==> config.mk <==
export PLATFORM = sky130hd
export DESIGN_NAME = multdiv_ctrl_flat
export DESIGN_NICKNAME = d
export VERILOG_FILES = /design/src/rtl/multdiv_ctrl_if.sv /design/src/rtl/multdiv_ctrl.sv /design/src/flat_wrapper.sv
export SDC_FILE = /design/constraint.sdc
export NUM_CORES = 1
export LEC_CHECK = 0
export ABC_CLOCK_PERIOD_IN_PS = 2700
export CORE_AREA = 2 2 57 59
export CTS_BUF_LIST = sky130_fd_sc_hd__clkbuf_4
export DETAILED_ROUTE_END_ITERATION = 8
export DIE_AREA = 0 0 59 61
export HOLD_SLACK_MARGIN = 0.08
export PLACE_DENSITY_LB_ADDON = 0.08
export SLEW_MARGIN = 0
export SYNTH_ARGS = -nofsm -noshare
export SYNTH_HDL_FRONTEND = slang
export SYNTH_SLANG_ARGS = --single-unit
==> constraint.sdc <==
create_clock -name clock -period 2.7 [get_ports clock]
set_input_delay 0.27 -clock clock [delete_from_list [all_inputs] [get_ports clock]]
set_output_delay 0.27 -clock clock [all_outputs]
set_load 0.01 [all_outputs]
==> src/rtl/multdiv_ctrl_if.sv <==
// Handshake bundle between the X-stage controller and its driver: decoded
// X-stage fields and unit status in, start/stall/writeback controls out.
interface multdiv_ctrl_if;
  logic        x_valid;
  logic [4:0]  x_op;
  logic [4:0]  x_alu_op;
  logic [4:0]  x_rd;
  logic        unit_ready;
  logic        unit_exception;
  logic        start_mult;
  logic        start_div;
  logic        stall;
  logic        busy;
  logic        wb_valid;
  logic [4:0]  wb_rd;
  logic        wb_sel_status;
  logic [31:0] wb_status;

  modport master (
    output x_valid, x_op, x_alu_op, x_rd, unit_ready, unit_exception,
    input  start_mult, start_div, stall, busy, wb_valid, wb_rd,
           wb_sel_status, wb_status
  );

  modport slave (
    input  x_valid, x_op, x_alu_op, x_rd, unit_ready, unit_exception,
    output start_mult, start_div, stall, busy, wb_valid, wb_rd,
           wb_sel_status, wb_status
  );
endinterface

==> src/rtl/multdiv_ctrl.sv <==
// Sequencer for the shared iterative mul/div unit: starts it, stalls F/D/X
// until ready or timeout, then issues a single writeback (status reg on error).
module multdiv_ctrl #(
  parameter int TIMEOUT    = 40,
  parameter int CNT_W      = 6,
  parameter int STATUS_REG = 30,
  parameter int MUL_STATUS = 4,
  parameter int DIV_STATUS = 5
) (
  input  logic          clock,
  input  logic          reset,
  multdiv_ctrl_if.slave bus
);
  localparam logic [CNT_W-1:0] CNT_TO  = CNT_W'(TIMEOUT);
  localparam logic [4:0]       OP_ALU  = 5'b00000;
  localparam logic [4:0]       ALU_MUL = 5'b00110;
  localparam logic [4:0]       ALU_DIV = 5'b00111;

  typedef enum logic [1:0] {
    IDLE = 2'b00,
    WAIT = 2'b01,
    WB   = 2'b10
  } state_t;

  state_t           r_state;
  logic [CNT_W-1:0] r_cnt;
  logic             r_is_div;
  logic [4:0]       r_rd;
  logic             r_start_mult;
  logic             r_start_div;
  logic             r_wb_valid;
  logic [4:0]       r_wb_rd;
  logic             r_wb_sel;
  logic [31:0]      r_wb_status;

  logic w_is_md;
  logic w_ready_ok;
  logic w_timeout;
  logic w_to_wb;
  logic w_exc;

  assign w_is_md = bus.x_valid && (bus.x_op == OP_ALU) &&
                   ((bus.x_alu_op == ALU_MUL) || (bus.x_alu_op == ALU_DIV));

  // A ready seen on the start cycle may belong to the previous operation.
  assign w_ready_ok = (r_state == WAIT) && (r_cnt != '0) && bus.unit_ready;
  assign w_timeout  = (r_state == WAIT) && (r_cnt == CNT_TO);
  assign w_to_wb    = w_ready_ok || w_timeout;
  assign w_exc      = w_ready_ok ? bus.unit_exception : 1'b1;

  always_ff @(posedge clock or posedge reset) begin
    if (reset) begin
      r_state      <= IDLE;
      r_cnt        <= '0;
      r_is_div     <= 1'b0;
      r_rd         <= '0;
      r_start_mult <= 1'b0;
      r_start_div  <= 1'b0;
      r_wb_valid   <= 1'b0;
      r_wb_rd      <= '0;
      r_wb_sel     <= 1'b0;
      r_wb_status  <= '0;
    end else begin
      r_start_mult <= 1'b0;
      r_start_div  <= 1'b0;
      r_wb_valid   <= 1'b0;
      r_wb_rd      <= '0;
      r_wb_sel     <= 1'b0;
      r_wb_status  <= '0;
      case (r_state)
        IDLE: begin
          if (w_is_md) begin
            r_is_div     <= bus.x_alu_op[0];
            r_rd         <= bus.x_rd;
            r_cnt        <= '0;
            r_start_mult <= !bus.x_alu_op[0];
            r_start_div  <= bus.x_alu_op[0];
            r_state      <= WAIT;
          end
        end
        WAIT: begin
          if (r_cnt != CNT_TO) r_cnt <= r_cnt + 1'b1;
          // Writeback fields are registered on entry so WB drives them glitch-free.
          if (w_to_wb) begin
            r_state     <= WB;
            r_wb_valid  <= w_exc || (r_rd != 5'd0);
            r_wb_rd     <= w_exc ? 5'(STATUS_REG) : r_rd;
            r_wb_sel    <= w_exc;
            r_wb_status <= !w_exc ? 32'd0 :
                           (r_is_div ? 32'(DIV_STATUS) : 32'(MUL_STATUS));
          end
        end
        WB:      r_state <= IDLE;
        default: r_state <= IDLE;
      endcase
    end
  end

  // Stall must rise in the detect cycle itself, so it stays combinational.
  assign bus.stall         = !reset && (((r_state == IDLE) && w_is_md) ||
                                        (r_state == WAIT));
  assign bus.busy          = (r_state != IDLE);
  assign bus.start_mult    = r_start_mult;
  assign bus.start_div     = r_start_div;
  assign bus.wb_valid      = r_wb_valid;
  assign bus.wb_rd         = r_wb_rd;
  assign bus.wb_sel_status = r_wb_sel;
  assign bus.wb_status     = r_wb_status;
endmodule
==> src/flat_wrapper.sv <==
// flat-port wrapper written by rule: the top's interface ports become plain ports
module multdiv_ctrl_flat 
#(
  parameter int TIMEOUT    = 40,
  parameter int CNT_W      = 6,
  parameter int STATUS_REG = 30,
  parameter int MUL_STATUS = 4,
  parameter int DIV_STATUS = 5
)
  (clock, reset, bus_x_valid, bus_x_op, bus_x_alu_op, bus_x_rd, bus_unit_ready, bus_unit_exception, bus_start_mult, bus_start_div, bus_stall, bus_busy, bus_wb_valid, bus_wb_rd, bus_wb_sel_status, bus_wb_status);
  multdiv_ctrl_if bus_i ();
  input  logic clock;
  input  logic reset;
  input wire logic [$bits(bus_i.x_valid)-1:0] bus_x_valid;
  input wire logic [$bits(bus_i.x_op)-1:0] bus_x_op;
  input wire logic [$bits(bus_i.x_alu_op)-1:0] bus_x_alu_op;
  input wire logic [$bits(bus_i.x_rd)-1:0] bus_x_rd;
  input wire logic [$bits(bus_i.unit_ready)-1:0] bus_unit_ready;
  input wire logic [$bits(bus_i.unit_exception)-1:0] bus_unit_exception;
  output wire logic [$bits(bus_i.start_mult)-1:0] bus_start_mult;
  output wire logic [$bits(bus_i.start_div)-1:0] bus_start_div;
  output wire logic [$bits(bus_i.stall)-1:0] bus_stall;
  output wire logic [$bits(bus_i.busy)-1:0] bus_busy;
  output wire logic [$bits(bus_i.wb_valid)-1:0] bus_wb_valid;
  output wire logic [$bits(bus_i.wb_rd)-1:0] bus_wb_rd;
  output wire logic [$bits(bus_i.wb_sel_status)-1:0] bus_wb_sel_status;
  output wire logic [$bits(bus_i.wb_status)-1:0] bus_wb_status;
  assign bus_i.x_valid = bus_x_valid;
  assign bus_i.x_op = bus_x_op;
  assign bus_i.x_alu_op = bus_x_alu_op;
  assign bus_i.x_rd = bus_x_rd;
  assign bus_i.unit_ready = bus_unit_ready;
  assign bus_i.unit_exception = bus_unit_exception;
  assign bus_start_mult = bus_i.start_mult;
  assign bus_start_div = bus_i.start_div;
  assign bus_stall = bus_i.stall;
  assign bus_busy = bus_i.busy;
  assign bus_wb_valid = bus_i.wb_valid;
  assign bus_wb_rd = bus_i.wb_rd;
  assign bus_wb_sel_status = bus_i.wb_sel_status;
  assign bus_wb_status = bus_i.wb_status;
  multdiv_ctrl #(.TIMEOUT(TIMEOUT), .CNT_W(CNT_W), .STATUS_REG(STATUS_REG), .MUL_STATUS(MUL_STATUS), .DIV_STATUS(DIV_STATUS)) u_core (.clock(clock), .reset(reset), .bus(bus_i));
endmodule
# Word-level counts from Yosys, hierarchy flattened
# Index checks and enable logic that the tools add are counted.
# word_totals
regBits,55
out_inout_bits,43
wordCells,63
# classes
n_addsub,1
n_eq_ne,8
n_mux,22
n_reduce_logical,22
# op_table
op,n
$mux 32,3
$mux 5,3
$mux 6,2
$pmux 6 s2,1
$eq 5x3->1 const B,2
$mux 1,10
$logic_and 1x1->1,7
$add 6x1->6 const B,1
$eq 6x6->1 const B,1
$ne 6x6->1 const B,1
$reduce_bool 6->1,1
$logic_not 5->1,1
$reduce_bool 5->1,1
$logic_or 1x1->1,4
$mux 2,2
$ne 2x1->1 const B,2
$pmux 2 s2,1
$reduce_and 2->1,2
$reduce_bool 2->1,2
$reduce_and 3->1,1
$eq 2x1->1 const B,1
$logic_not 1->1,2
$logic_not 2->1,1
$ne 2x2->1 const B,1

# Depth between registers and ports, before layout
# logic_depth
ltp_word,7
depth_mapped,6
mapped_depth_nobuf,6

# Least setup slack after synthesis
# Ideal clock, no wire load.
# synth_path
path_kind,reg-to-reg
startpoint,reg u_core.r_cnt[0]
endpoint,reg u_core.r_wb_status[0] (netlist: u_core.bus.wb_status[0])
t_arrival_ns,1.452
required_ns,2.581
setup_slack_ns,1.129
path_stages_with_launch,7
n_path_buf,0
synth_period_minus_slack_ns,1.571
cell_sequence,dfrtp_1 inv_1 ha_1 or4b_4 o211ai_2 a21oi_2 and2_1
# synth_via
elab_chain_cells,7
elab_cells_between_ends,10
cone_classes,1 x eq/ne; 4 x mux; 5 x reduce/logical
# synth_lines
item,line,rtl
start: declaration,multdiv_ctrl.sv:26,logic [CNT_W-1:0] r_cnt;
start signal: assignment,multdiv_ctrl.sv:82,if (r_cnt != CNT_TO) r_cnt <= r_cnt + 1'b1;
$reduce_bool 6->1,multdiv_ctrl.sv:46,assign w_ready_ok = (r_state == WAIT) && (r_cnt != '0) && bus.unit_ready;
$logic_and 1x1->1 (2 in a row),multdiv_ctrl.sv:46,
$mux 1,multdiv_ctrl.sv:49,assign w_exc = w_ready_ok ? bus.unit_exception : 1'b1;
$mux 32,multdiv_ctrl.sv:89,r_wb_status <= !w_exc ? 32'd0 :
$mux 32 *,multdiv_ctrl.sv:84,if (w_to_wb) begin
$mux 32 *,multdiv_ctrl.sv:70,case (r_state)
end signal: assignment,multdiv_ctrl.sv:89,
end: declaration,multdiv_ctrl.sv:34,logic [31:0] r_wb_status;
# Mark *: on every way between the ends. The rest lies on a longest branch, timed or not.
# A chain may end at the register's enable or synchronous reset.

# Worst setup path in the final report
# layout_path
startpoint,reg u_core.r_state[0]
endpoint,out bus_stall
# layout_via
elab_chain_cells,4
elab_cells_between_ends,5
cone_classes,1 x eq/ne; 4 x reduce/logical
# layout_lines
item,line,rtl
start: declaration,multdiv_ctrl.sv:25,state_t r_state;
start signal: assignment,multdiv_ctrl.sv:53,r_state <= IDLE;
start signal: assignment,multdiv_ctrl.sv:78,r_state <= WAIT;
start signal: assignment,multdiv_ctrl.sv:85,r_state <= WB;
$logic_not 2->1,multdiv_ctrl.sv:100,assign bus.stall = !reset && (((r_state == IDLE) && w_is_md) ||
$logic_and 1x1->1,multdiv_ctrl.sv:100,
$logic_or 1x1->1 *,multdiv_ctrl.sv:100,
$logic_and 1x1->1 *,multdiv_ctrl.sv:100,
end: declaration,flat_wrapper.sv:22,output wire logic [$bits(bus_i.stall)-1:0] bus_stall;
# Marked as above.

==> flow_summary_export.csv <==
group,metric,value,unit
run,drv_cap,0,
critical_path,path_cells,"nor4_1, nand3_1, a21oi_1, clkdlybuf4s50_1",
yosys,syn-cell-area,1310,um2
clock_network,cts-root-buf,"clkbuf_4",
cells_and_area,fill_cells,261,
clock_network,clkTransAtPathRegs,0.13,ns
yosys,ys_types,35,
critical_path,cp_data_arrival_time,1.89,ns
critical_path,reg2reg_slack,1.00,ns
clock_network,hold_buffers,0,
yosys,ys.flop_type,"dfrtp_1",
global_route,antenna_found_initial,0,
critical_path,crit_path_end,"bus_stall",
route,drc,0,
sta,whs,0.472,ns
yosys,yosys.area.top_type_share,46.0,%
cells_and_area,final_design_area_no_fill,1590,um2
power,p_leak,0.785,nW
route,drt-pass1-iter-count,4,
clock_network,clockBufferDepth,2,
clock_network,cts_max_level,1,
floorplanning,core,2950,um2
critical_path,crit_path_top_delay_cell,"clkdlybuf4s50_1",
yosys,synth-edff-count,0,
global_route,gr-usage-met1,17.5,%
sta,fin_crit,2.16,ns
critical_path,criticalPathCategory,"reg2out",
floorplanning,die_h,61,um
critical_path,r2r-start,"u_core.r_cnt[0]",
floorplanning,rows,20,
critical_path,worstRegToRegCells,6,
clock_network,cts_tree,"done",
yosys,yosysWarnings,0,
global_route,grt_pass1_wl,3720,um
sta,relSlewSlack,40.7,%
global_route,grt-ovfl-total,0,
global_route,busiest_layer,"met2",
global_route,grt_pass1_vias,807,
route,wire_per_inst,12.6,um
clock_network,postCtsSetupBuffers,0,
global_route,globalRouteMet3Util,2.35,%
sta,post-route-period-util,80.1,%
global_route,gr-usage-all-layers,13.6,%
critical_path,startpoint,"u_core.r_state[0]",
power,vdd_ir_drop_max,0.260,mV
placement,dp_hpwl,1900,um
yosys,syn_avg_cell_area,10.7,um2
placement,port_buffers,32,
cells_and_area,final_common_cell,"clkdlybuf4s50_1",
placement,dpl_cell_area,1540,um2
cells_and_area,area_delta_synth_final,21.7,%
outcome,status,"finished clean",
sta,setup_tns,0,ns
route,drtIter0Drc,19,
yosys,synth_cells,122,
critical_path,worstPathRequired,2.43,ns
clock_network,clkLatencyLatePin,0.31,ns
yosys,ys_async_sr_fraction,100,%
route,dr_total_vias,856,
hold_path,hp-class,"in2async",
critical_path,r2r_end,"u_core.bus.wb_rd[3]",
sta,setup_viol,0,
route,viasPerCell,4.58,
floorplanning,dieArea,3600,um2
route,routed_wl,2370,um
sta,rsz0062_at_grt,"no",
cells_and_area,final_nets,177,
sta,maxSlewViolCount,0,
critical_path,max_stage_delay,0.54,ns
clock_network,cts_inserted_buffers,3,
power,p_per_area,438,nW/um2
yosys,yosysTopAreaCell,"dfrtp_1",
cells_and_area,insertedDiodeCount,0,
critical_path,start_kind,"flip-flop",
yosys,synth_seq_area_share,46.0,%
floorplanning,io_pins,63,
critical_path,cp-end-kind,"primary output",
floorplanning,die_w,59,um
sta,tightest_slew,0.888,ns
sta,fin_worst_skew,0.00153,ns
route,drtAntennaViolNets,0,
sta,clock.fmax,462,MHz
clock_network,ctsResizeCount,0,
sta,finalHoldViolations,0,
global_route,grt_max_degree,25,
global_route,use_met2,24.1,%
yosys,synthTopCellsByArea,"dfrtp_1 46%, buf_4 18%, mux2_2 5.2%",
yosys,ys_ff_latch,24,
cells_and_area,drive_gt1_share,11.7,%
clock_network,cts.sinks,24,
critical_path,critical_path_peak_fanout,4,
cells_and_area,final_cell_mix,"32 x clkdlybuf4s50_1, 30 x conb_1, 24 x dfrtp_1",
floorplanning,initial_utilization,44.2,%
placement,routabilityCongestion,0.827,
==> power by group <==
group	switching [mW]	internal (mW)	total [mW]
clock	0.105	0.150	0.255
sequential	0.00490	0.363	0.368
combinational	0.0390	0.0330	0.0720
==> cells in the mapped netlist (2+ instances only) <==
| master | instances |
|---|---|
| o21ai_0 | 3 |
| buf_4 | 31 |
| nand2_1 | 3 |
| xnor2_1 | 2 |
| nand3_1 | 4 |
| nor2b_1 | 2 |
| buf_2 | 3 |
| a21oi_1 | 4 |
| inv_1 | 6 |
| dfrtp_1 | 24 |
| nor2_1 | 5 |
| a21oi_2 | 2 |
| nor4_1 | 2 |
| mux2_2 | 6 |
| a21o_1 | 4 |
| ha_1 | 2 |
==> per-layer routing <==
layer / vias to the layer above / share of wire, % / routed length, um
met5: - / 0 / 0
met4: 0 / 0 / 0
met3: 0 / 3.5 / 82
met2: 19 / 56 / 1320
met1: 422 / 41 / 961
li1: 415 / - / -
==> cells by family (layout without fill, tap and decap cells) <==
kind of cell             Yosys count  after routing  synth area share, %
buffers and inverters             40             43                 20.7
adder cells (fa/ha/maj)            2              2                 1.92
XOR/XNOR                           3              3                 2.01
AND/OR/NAND/NOR                   24             24                 11.1
AO/OA/AOI/OAI                     22             22                 12.8
other                              1             30                0.287
flip-flops                        24             24                 46.0
multiplexers                       6              6                 5.18
==> worst max-delay path, delay by kind of cell, from the launching register on <==
kind,cells,cell delay [ns]
compound gates,1,0.17
buf+inv,1,0.54
flops,1,0.42
simple gates,2,0.46
==> state kept, by name, indices dropped and copies added, names as in the netlist <==
| signal | count |
|---|---|
| u_core.bus.start_div | 1 |
| u_core.bus.start_mult | 1 |
| u_core.bus.wb_rd | 5 |
| u_core.bus.wb_sel_status | 1 |
| u_core.bus.wb_status | 1 |
| u_core.bus.wb_valid | 1 |
| u_core.r_cnt | 6 |
| u_core.r_is_div | 1 |
| u_core.r_rd | 5 |
| u_core.r_state | 2 |
==> how the worst min path moves through the flow <==
stage	to	start	cells after the start
final	u_core.r_cnt[2]	reset	2
after global routing	u_core.bus.start_mult	bus_x_alu_op[0]	2
after CTS	u_core.r_cnt[2]	reset	2
after detailed placement	u_core.r_is_div	u_core.r_is_div	1
after global placement	u_core.r_is_div	u_core.r_is_div	1
after floorplan	u_core.bus.start_div	reset	1
==> per-stage QoR <==
step	cells	power [mW]	utilization, %	worst slack [ns]
final	187	0.695	53.8	0.536
after global routing	187	0.728	53.8	0.394
after CTS	187	0.707	53.8	0.497
after floorplan	151	0.445	-	1.13
after global placement	183	0.445	52.0	0.608
after detailed placement	183	0.447	52.0	0.604
==> layout make-up <==
type                            count  area, um2  share of cell area (%)
Sequential cell                    24        601                    37.8
Tap cell                           33       41.3                    2.60
Clock buffer                        3       22.5                    1.42
Timing Repair Buffer               33        328                    20.6
Multi-Input combinational cell     87        543                    34.2
Inverter                            6       22.5                    1.42
Clock inverter                      1       30.0                    1.89
No activity file was read; power rests on OpenSTA's default activity.
